==> src/rtl/fulladder_pipe_nbit.sv <==
// fulladder_pipe_nbit: pipelined ripple-carry adder, one SEG_WIDTH-bit segment per stage.
// Optional macro FULLADDER_PIPE_OVF_EN adds the signed-overflow output ovf.

module fulladder_pipe_nbit_seg #(
  parameter int W = 8
) (
  input  logic [W-1:0] a,
  input  logic [W-1:0] b,
  input  logic         ci,
  output logic [W-1:0] s,
  output logic         co
);
  assign {co, s} = {1'b0, a} + {1'b0, b} + {{W{1'b0}}, ci};
endmodule

module fulladder_pipe_nbit #(
  parameter int WIDTH     = 32,
  parameter int SEG_WIDTH = 8
) (
  input  logic             clk,
  input  logic             rst_n,
  input  logic             in_valid,
  output logic             in_ready,
  input  logic [WIDTH-1:0] a,
  input  logic [WIDTH-1:0] b,
  input  logic             cin,
  output logic             out_valid,
  input  logic             out_ready,
  output logic [WIDTH-1:0] sum,
  output logic             cout
`ifdef FULLADDER_PIPE_OVF_EN
  ,
  output logic             ovf
`endif
);
  localparam int NUM_SEG = WIDTH / SEG_WIDTH;
  localparam int STAGES  = NUM_SEG - 1;

  logic            adv;
  logic [STAGES:0] vld_pipe;

  // Single global advance: the whole pipe moves or the whole pipe holds.
  assign adv       = ~out_valid | out_ready;
  assign in_ready  = adv;
  assign out_valid = vld_pipe[STAGES];

  always_ff @(posedge clk or negedge rst_n)
    if (!rst_n)   vld_pipe <= '0;
    else if (adv) vld_pipe <= (vld_pipe << 1) | (STAGES+1)'(in_valid & in_ready);

  // Operand skew: g_skew[k] holds the still-unsummed upper operand bits after stage k.
  for (genvar k = 0; k < STAGES; k++) begin : g_skew
    localparam int OW = WIDTH - (k+1)*SEG_WIDTH;
    logic [OW-1:0] ah_d, bh_d, ah_q, bh_q;

    if (k == 0) begin : g_src
      assign ah_d = a[WIDTH-1:SEG_WIDTH];
      assign bh_d = b[WIDTH-1:SEG_WIDTH];
    end else begin : g_src
      assign ah_d = g_skew[k-1].ah_q[OW+SEG_WIDTH-1:SEG_WIDTH];
      assign bh_d = g_skew[k-1].bh_q[OW+SEG_WIDTH-1:SEG_WIDTH];
    end

    always_ff @(posedge clk or negedge rst_n)
      if (!rst_n) begin
        ah_q <= '0;
        bh_q <= '0;
      end else if (adv) begin
        ah_q <= ah_d;
        bh_q <= bh_d;
      end
  end

  // Segment adders; each stage's sum register grows by one segment, which deskews the result.
  for (genvar k = 0; k < NUM_SEG; k++) begin : g_stage
    localparam int SW = (k+1)*SEG_WIDTH;
    logic [SEG_WIDTH-1:0] sa, sb, ss;
    logic                 ci, co;
    logic [SW-1:0]        s_d, s_q;
    logic                 c_q;

    if (k == 0) begin : g_src
      assign sa  = a[SEG_WIDTH-1:0];
      assign sb  = b[SEG_WIDTH-1:0];
      assign ci  = cin;
      assign s_d = ss;
    end else begin : g_src
      assign sa  = g_skew[k-1].ah_q[SEG_WIDTH-1:0];
      assign sb  = g_skew[k-1].bh_q[SEG_WIDTH-1:0];
      assign ci  = g_stage[k-1].c_q;
      assign s_d = {ss, g_stage[k-1].s_q};
    end

    fulladder_pipe_nbit_seg #(.W(SEG_WIDTH)) u_seg (
      .a (sa),
      .b (sb),
      .ci(ci),
      .s (ss),
      .co(co)
    );

    always_ff @(posedge clk or negedge rst_n)
      if (!rst_n) begin
        s_q <= '0;
        c_q <= 1'b0;
      end else if (adv) begin
        s_q <= s_d;
        c_q <= co;
      end
  end

  assign sum  = g_stage[STAGES].s_q;
  assign cout = g_stage[STAGES].c_q;

`ifdef FULLADDER_PIPE_OVF_EN
  // Operand sign bits are the MSBs of the top segment, so no extra sign delay is needed.
  logic ovf_d;
  assign ovf_d = (g_stage[STAGES].sa[SEG_WIDTH-1] == g_stage[STAGES].sb[SEG_WIDTH-1]) &
                 (g_stage[STAGES].ss[SEG_WIDTH-1] != g_stage[STAGES].sa[SEG_WIDTH-1]);

  always_ff @(posedge clk or negedge rst_n)
    if (!rst_n)   ovf <= 1'b0;
    else if (adv) ovf <= ovf_d;
`endif

endmodule

==> config.mk <==
export PLATFORM = sky130hd
export DESIGN_NAME = fulladder_pipe_nbit
export DESIGN_NICKNAME = d
export VERILOG_FILES = /design/src/rtl/fulladder_pipe_nbit.sv
export SDC_FILE = /design/constraint.sdc
export NUM_CORES = 1
export LEC_CHECK = 0
export ABC_CLOCK_PERIOD_IN_PS = 2460
export BUFFER_PORTS_ARGS = -buffer_cell sky130_fd_sc_hd__buf_2
export CORE_MARGIN = 1
export CORE_UTILIZATION = 55
export CTS_CLUSTER_DIAMETER = 60
export DETAILED_ROUTE_END_ITERATION = 8
export GPL_TIMING_DRIVEN = 0
export PLACE_DENSITY_LB_ADDON = 0.25
export SLEW_MARGIN = 20
export SYNTH_ARGS = -nofsm -noshare
export SYNTH_HDL_FRONTEND = slang
export SYNTH_SLANG_ARGS = --single-unit
==> constraint.sdc <==
create_clock -name clk -period 2.46 [get_ports clk]
set_input_delay 0.246 -clock clk [delete_from_list [all_inputs] [get_ports clk]]
set_output_delay 0.246 -clock clk [all_outputs]
set_load 0.02 [all_outputs]
==> results.md, run 1 <==
- Final WL: 17.58 mm
- Fillers: 1179
- Comb pwr share: 37.2%
- Synth-to-layout area growth: 19.83%
- Gate Count Post-Synth: 900
- Fraction of layout instances using a drive strength above 1: 16.68%
- Buffers on Ports: 103
- Global-route wire length before repair: 28.80 mm
- Max Buffers Root-to-Sink: 2
- Root Driver: clkbuf_16
- Multi-input gate area: 3224 um2
- CTS tree: done
- Placeable Area: 14100 um2
- Yosys warning total: 0
- Slew @ Worst Pin: 0.6969 ns
- Via count: 6344
- Post-layout util: 68.71%
- DRC violations left: 0
- Crit path DAT: 2.63 ns
- Max-slew headroom: 53.54%
- Clock sinks: 184
- Die ar.: 15180 um2
- Switching power: 4.887 mW
- Global-route usage over all layers: 25.47%
- Die X: 123.2 um
- Max_cap viols: 0
- Commonest cells after routing, fill and taps aside: nand2_1, dfrtp_1, buf_2
- Post-route clock period utilization: 94.65%
- DRT antenna net count: 0
- CTS clk-pin slew, worst paths: 0.06 ns
- Most common cell after layout, fill and taps aside: nand2_1
- CP max FO: 3
- Netlist cell types: 30
- Fin nets: 1141
- Initial antenna violation count: 0
- WP data required: 2.76 ns
- Vias in the first global route: 6007
- Status: complete, no violations
- Pwr per Cell Area: 1344 nW/um2
- Total power: 13.02 mW
- P_leak: 5.143 nW
- TritonCTS buffer count: 17
- Die height: 123.2 um
- Site Rows: 43
- Synth Register Bits: 184
- DP Cell Count: 1185
- # setup viols final: 0
- Min Tclk post-route: 2.328 ns
- Syn nets: 1005
- Final hold violations: 0
- Flop pwr share: 39.4%
- Final Skew: 0.007912 ns
- Clk_lat worst skew: 0.44 ns
- Sw Share: 37.55%
- Clock share of power: 23.4%
- Critical path type: reg2reg
- Ports: 104
- Register area: 4604 um2
- Pint: 8.128 mW
- Post-CTS Repair Setup Buffers: 0
- Final slew viol count: 0
- Post-DP HPWL: 12.41 mm
- Initial drt markers: 387
- Max frequency: 0.4295 GHz
- Worst min path class: in2reg
- Fin cells: 1229
- H-tree depth: 4
- Register area share after synthesis: 56.97%
- Synth Cell Area: 8083 um2
- Startpoint type of the worst setup path: flip-flop
- Largest net degree at the start of global routing: 67
- Pre-Repair DR Iteration Count: 5
- Starting density of the core: 57.34%
- Critical Path End Type: flip-flop
- Worst VDD drop: 0.6362 mV
- Wirelength per Cell: 14.30 um
- GR Overflow Total: 0
- RSZ-0062 raised after global routing: no
- Vias per cell: 5.162
- Ant diodes: 0
- Post-Syn Area per Cell: 8.981 um2
- GP Congestion: 0.8201
[cell type report]
| cell class | count | area share [%] |
|---|---|---|
| Clock buffer | 21 | 4.961 |
| Timing Repair Buffer | 117 | 7.234 |
| Multi-Input combinational cell | 669 | 33.29 |
| Buffer | 40 | 2.390 |
| Tap cell | 180 | 2.325 |
| Clock inverter | 11 | 1.989 |
| Inverter | 7 | 0.2713 |
| Sequential cell | 184 | 47.54 |
[flip-flops by register name (all words and copies together), names as in the netlist]
register,count
cout,1
vld_pipe,4
g_skew.bh_q,48
g_stage.s_q,48
g_skew.ah_q,48
g_stage.c_q,3
sum,32
[stage by stage]
stage               setup TNS (ns)  worst slack [ns]  instance area, um2  hold slack (ns)
finish                           0            0.1316                9686         0.006566
global route                     0          0.007437                9686         0.003123
CTS                              0            0.1126                9682        0.0006299
detailed placement               0            0.1201                8889           0.1987
global placement           -305.73            -1.676                8823           0.4408
floorplan                        0            0.3419                8083         -0.04959
[per-layer routing]
layer | vias to the layer above | track usage (%) | share of wire, %
met1 | 3016 | 34.20 | 46
met2 | 169 | 40.50 | 48
met3 | 24 | 6.181 | 5.0
li1 | 3135 | - | -
met5 | - | 0 | 0
met4 | 0 | 9.036 | 1.9
[final timing paths]
path	endpoint	depth (start not counted)	startpoint	slack (ns)
max in group asynchronous	g_skew[0].ah_q[15]$_DFFE_PN0N_	4	rst_n	1.16
worst min register to register	sum[20]$_DFFE_PN0N_	2	sum[20]$_DFFE_PN0N_	0.46
min in group asynchronous	sum[8]$_DFFE_PN0N_	2	rst_n	0.32
worst min-delay path	g_skew[0].ah_q[4]$_DFFE_PN0N_	3	a[12]	0.007
worst max register to register	sum[30]$_DFFE_PN0N_	7	g_skew[2].ah_q[0]$_DFFE_PN0N_	0.13
worst max-delay path	sum[30]$_DFFE_PN0N_	7	g_skew[2].ah_q[0]$_DFFE_PN0N_	0.13
[timing repair]
action,CTS,global route
setup endpoints to repair,0,1
hold buffers,12,0
hold endpoints to repair,68,0
gates resized for setup,0,1
[critical path, stage by stage, from the launching register on]
cell	delay, ns
dfrtp_1	0.40
fa_1	0.50
fa_1	0.42
a21oi_1	0.27
o211ai_1	0.14
a21oi_1	0.23
xor2_1	0.16
o21ai_0	0.08
[kinds of logic after synthesis]
kind of cell / after synthesis / share of synthesized area (%)
buf+inv: 47 / 3.189
compound gates: 84 / 6.254
flops: 184 / 56.97
xor+xnor: 17 / 1.842
simple gates: 532 / 25.43
fa+ha+maj: 36 / 6.316
[power groups by stage]
stage	Combinational [mW]	Clock [mW]	Sequential, mW
after floorplan	3.14	0	5.28
after global placement	4.61	0	5.11
after detailed placement	4.77	0	5.16
after CTS	4.84	3.07	5.13
after global routing	5.50	3.20	5.29
final	4.84	3.04	5.13
[Yosys cell counts]
cell	n	area [um2]
buf_6	3	33.78
o21bai_1	3	22.52
a21oi_2	1	8.760
and2b_1	2	15.01
nor2b_4	1	13.76
nand3b_1	1	7.510
o21ai_0	30	150.1
nand2b_1	4	25.02
o21ai_1	10	50.05
xor2_1	12	105.1
a211oi_1	4	30.03
a21oi_1	16	80.08
inv_1	6	22.52
nor2_1	10	37.54
xnor2_1	5	43.79
ha_1	28	350.3
buf_2	17	85.08
a211oi_2	4	50.05
nor3_1	14	70.07
a21o_1	4	30.03
or3_1	3	18.77
inv_2	1	3.750
o211ai_1	7	52.55
clkbuf_1	10	37.54
nor2b_1	1	6.260
nand2_1	496	1862
buf_4	10	75.07
dfrtp_1	184	4604
a31oi_1	5	31.28
fa_1	8	160.2
Power figures use the tool's default switching activity.
==> run 2, diff against run 1 <==
--- a/config.mk
+++ b/config.mk
@@ -8,12 +8,11 @@
 export ABC_CLOCK_PERIOD_IN_PS = 2460
 export BUFFER_PORTS_ARGS = -buffer_cell sky130_fd_sc_hd__buf_2
 export CORE_MARGIN = 1
-export CORE_UTILIZATION = 55
+export CORE_UTILIZATION = 51
 export CTS_CLUSTER_DIAMETER = 60
 export DETAILED_ROUTE_END_ITERATION = 8
 export GPL_TIMING_DRIVEN = 0
 export PLACE_DENSITY_LB_ADDON = 0.25
-export SLEW_MARGIN = 20
 export SYNTH_ARGS = -nofsm -noshare
 export SYNTH_HDL_FRONTEND = slang
 export SYNTH_SLANG_ARGS = --single-unit
==> run 2 against run 1 <==
  * Sequential power is essentially flat
  * Non-clock buffer count increased by 12
  * Maximum frequency decreased by 2.3%
  * Final area increased by 0.34%
  * Hold slack better by 0.0025 ns
  * Clock skew up 0.0029 ns
  * Critical path depth stayed put
  * Die area increased by 7.7%
==> results.md, run 2 (synthesized netlist as in run 1, its figures left out) <==
- Site Rows: 45 (was 43)
- Top flop regs: g_skew.ah_q: 48 flops, g_skew.bh_q: 48 flops, g_stage.s_q: 48 flops (unchanged)
- Grt peak-use layer: met2 (unchanged)
- WHS: 0.009023 ns (was 0.006566 ns)
- Total power: 12.63 mW (was 13.02 mW)
- Post-DP HPWL: 12.28 mm (was 12.41 mm)
- Min Tclk post-route: 2.382 ns (was 2.328 ns)
- Slew @ Worst Pin: 0.6064 ns (was 0.6969 ns)
- Delay of the slowest cell on the worst path: 0.49 ns (was 0.50 ns)
- Die height: 127.9 um (was 123.2 um)
- Root Driver: clkbuf_16 (unchanged)
- Post-route clock period utilization: 96.85% (was 94.65%)
- Placeable Area: 15310 um2 (was 14100 um2)
- WP data required: 2.77 ns (was 2.76 ns)
- Clock sinks: 184 (unchanged)
- R2R Path Start: g_skew[0].ah_q[0]$_DFFE_PN0N_ (was g_skew[2].ah_q[0]$_DFFE_PN0N_)
- Final setup TNS: 0 ns (unchanged)
- Ports: 104 (unchanged)
- Register area: 4604 um2 (unchanged)
- Commonest cells after routing, fill and taps aside: nand2_1, dfrtp_1, buf_2 (unchanged)
- Final hold violations: 0 (unchanged)
- Fin nets: 1153 (was 1141)
- Wirelength per Cell: 13.62 um (was 14.30 um)
- R2R Setup Slk: 0.08 ns (was 0.13 ns)
- Global-route usage over all layers: 23.48% (was 25.47%)
- Initial drt markers: 336 (was 387)
- Die X: 127.9 um (was 123.2 um)
- M2 GR Usage: 37.15% (was 40.50%)
- Status: complete, no violations (unchanged)
- DRC violations left: 0 (unchanged)
- Synth-to-layout area growth: 20.23% (was 19.83%)
- Via count: 6166 (was 6344)
- Multi-input gate area: 3228 um2 (was 3224 um2)
- P_leak: 5.147 nW (was 5.143 nW)
- # setup viols final: 0 (unchanged)
- Fraction of layout instances using a drive strength above 1: 16.51% (was 16.68%)
- Critical Path Start: g_skew[0].ah_q[0]$_DFFE_PN0N_ (was g_skew[2].ah_q[0]$_DFFE_PN0N_)
- Clk_lat worst skew: 0.43 ns (was 0.44 ns)
- Starting density of the core: 52.78% (was 57.34%)
- TritonCTS buffer count: 17 (unchanged)
- Most common cell after layout, fill and taps aside: nand2_1 (unchanged)
- Largest net degree at the start of global routing: 116 (was 67)
- GR Overflow Total: 0 (unchanged)
- Startpoint type of the worst setup path: flip-flop (unchanged)
- Post-layout util: 63.46% (was 68.71%)
- CP max FO: 3 (unchanged)
- CTS clk-pin slew, worst paths: 0.07 ns (was 0.06 ns)
- DRT antenna net count: 0 (unchanged)
- Global-route wire length before repair: 29.26 mm (was 28.80 mm)
- Max-slew headroom: 59.57% (was 53.54%)
- Vias in the first global route: 6069 (was 6007)
- Pwr per Cell Area: 1299 nW/um2 (was 1344 nW/um2)
- Critical Path End Type: flip-flop (unchanged)
- Critical path type: reg2reg (unchanged)
- Die ar.: 16360 um2 (was 15180 um2)
- Buffers on Ports: 103 (unchanged)
- Setup crit end: g_stage[1].s_q[14]$_DFFE_PN0N_ (was sum[30]$_DFFE_PN0N_)
- Max_cap viols: 0 (unchanged)
- CTS tree: done (unchanged)
- Fin cells: 1271 (was 1229)
- Vias per cell: 4.851 (was 5.162)
- Critical path's slowest cell: fa_1 (unchanged)
- Worst min path class: in2reg (unchanged)
- Final slew viol count: 0 (unchanged)
- Met3 Use GR: 4.424% (was 6.181%)
- H-tree depth: 4 (unchanged)
- Final Skew: 0.01081 ns (was 0.007912 ns)
- Worst VDD drop: 0.6330 mV (was 0.6362 mV)
- Most used cell, CP: fa_1
- Worst r2r path cells: 7 (unchanged)
- Met1 global-route usage: 32.57% (was 34.20%)
- Max frequency: 0.4197 GHz (was 0.4295 GHz)
- Crit path DAT: 2.69 ns (was 2.63 ns)
- GP Congestion: 0.8380 (was 0.8201)
- DP Cell Count: 1215 (was 1185)
- R2r endpoint: g_stage[1].s_q[14]$_DFFE_PN0N_ (was sum[30]$_DFFE_PN0N_)
- Initial antenna violation count: 0 (unchanged)
- Final WL: 17.31 mm (was 17.58 mm)
- RSZ-0062 raised after global routing: yes (was no)
- Pre-Repair DR Iteration Count: 5 (unchanged)
- Max Buffers Root-to-Sink: 2 (unchanged)
- Ant diodes: 0 (unchanged)
- CP Cell Sequence: fa_1 > fa_1 > a21oi_2 > o211ai_1 > a21oi_1 > xor2_1 > o21ai_1 (was fa_1 > fa_1 > a21oi_1 > o211ai_1 > a21oi_1 > xor2_1 > o21ai_0)
- Fillers: 1366 (was 1179)
-- run 2: cell types whose count changed in the layout (fill, tap and decap cells not counted) --
cell,previous run,this run
clkinvlp_4,5,2
a21oi_1,15,14
buf_16,2,1
clkbuf_8,4,3
a21oi_2,2,3
clkinv_4,0,3
clkinv_2,1,3
dlygate4sd3_1,12,23
clkbuf_1,10,11
inv_6,0,1
buf_4,10,12
bufinv_16,5,1
-- run 2: critical path, delay by kind of cell (launching register included) --
kind | cells | cell delay [ns]
AOI/OAI and AO/OA | 4 | 0.67
xor gates and xnor gates | 1 | 0.25
adders and majority gates | 2 | 0.93
DFF | 1 | 0.40
-- run 2: layout make-up --
cell class,instances,area share (%)
clock inverters,10,0.9785
clock buffers,21,4.841
plain buffers,40,2.382
well taps,211,2.717
repair buffers,129,8.214
flip-flops and latches,184,47.38
inverters,7,0.2704
multi-input cells,669,33.22
-- run 2: how the worst min path moves through the flow --
stage | start | endpoint | cells after the start
6_report | a[29] | g_skew[0].ah_q[21]$_DFFE_PN0N_ | 3
5_1_grt | a[30] | g_skew[0].ah_q[22]$_DFFE_PN0N_ | 3
4_1_cts | b[17] | g_skew[0].bh_q[9]$_DFFE_PN0N_ | 3
3_5_place_dp | rst_n | sum[4]$_DFFE_PN0N_ | 1
3_3_place_gp | vld_pipe[2]$_DFFE_PN0N_ | vld_pipe[2]$_DFFE_PN0N_ | 2
2_1_floorplan | rst_n | cout$_DFFE_PN0N_ | 0
-- run 2: timing repair --
action / 4_1_cts / 5_1_grt
hold buffers: 23 / 0
endpoints found under the hold margin: 91 / 0
setup endpoints to repair: 0 / 4
buffers inserted: 0 / 2
gates resized for setup: 0 / 2
-- run 2: stage by stage --
stage,setup slack [ns],area [um2]
floorplan,0.3419,8083
detailed placement,0.09015,8900
CTS,0.03967,9696
finish,0.07756,9718
global route,-0.04804,9718
global placement,-1.744,8862
-- run 2: report_power, final --
group / switching, mW / internal [mW] / leakage (nW)
combinational: 2.99 / 1.92 / 2.64
clock: 1.13 / 1.47 / 0.275
sequential: 0.777 / 4.34 / 2.23
total: 4.90 / 7.73 / 5.15
-- run 2: metal layers --
metal,vias to the layer above,part of all wire [%]
li1,3159,-
met1,2863,49
met2,123,46
met3,21,3.7
met4,0,1.8
met5,-,0
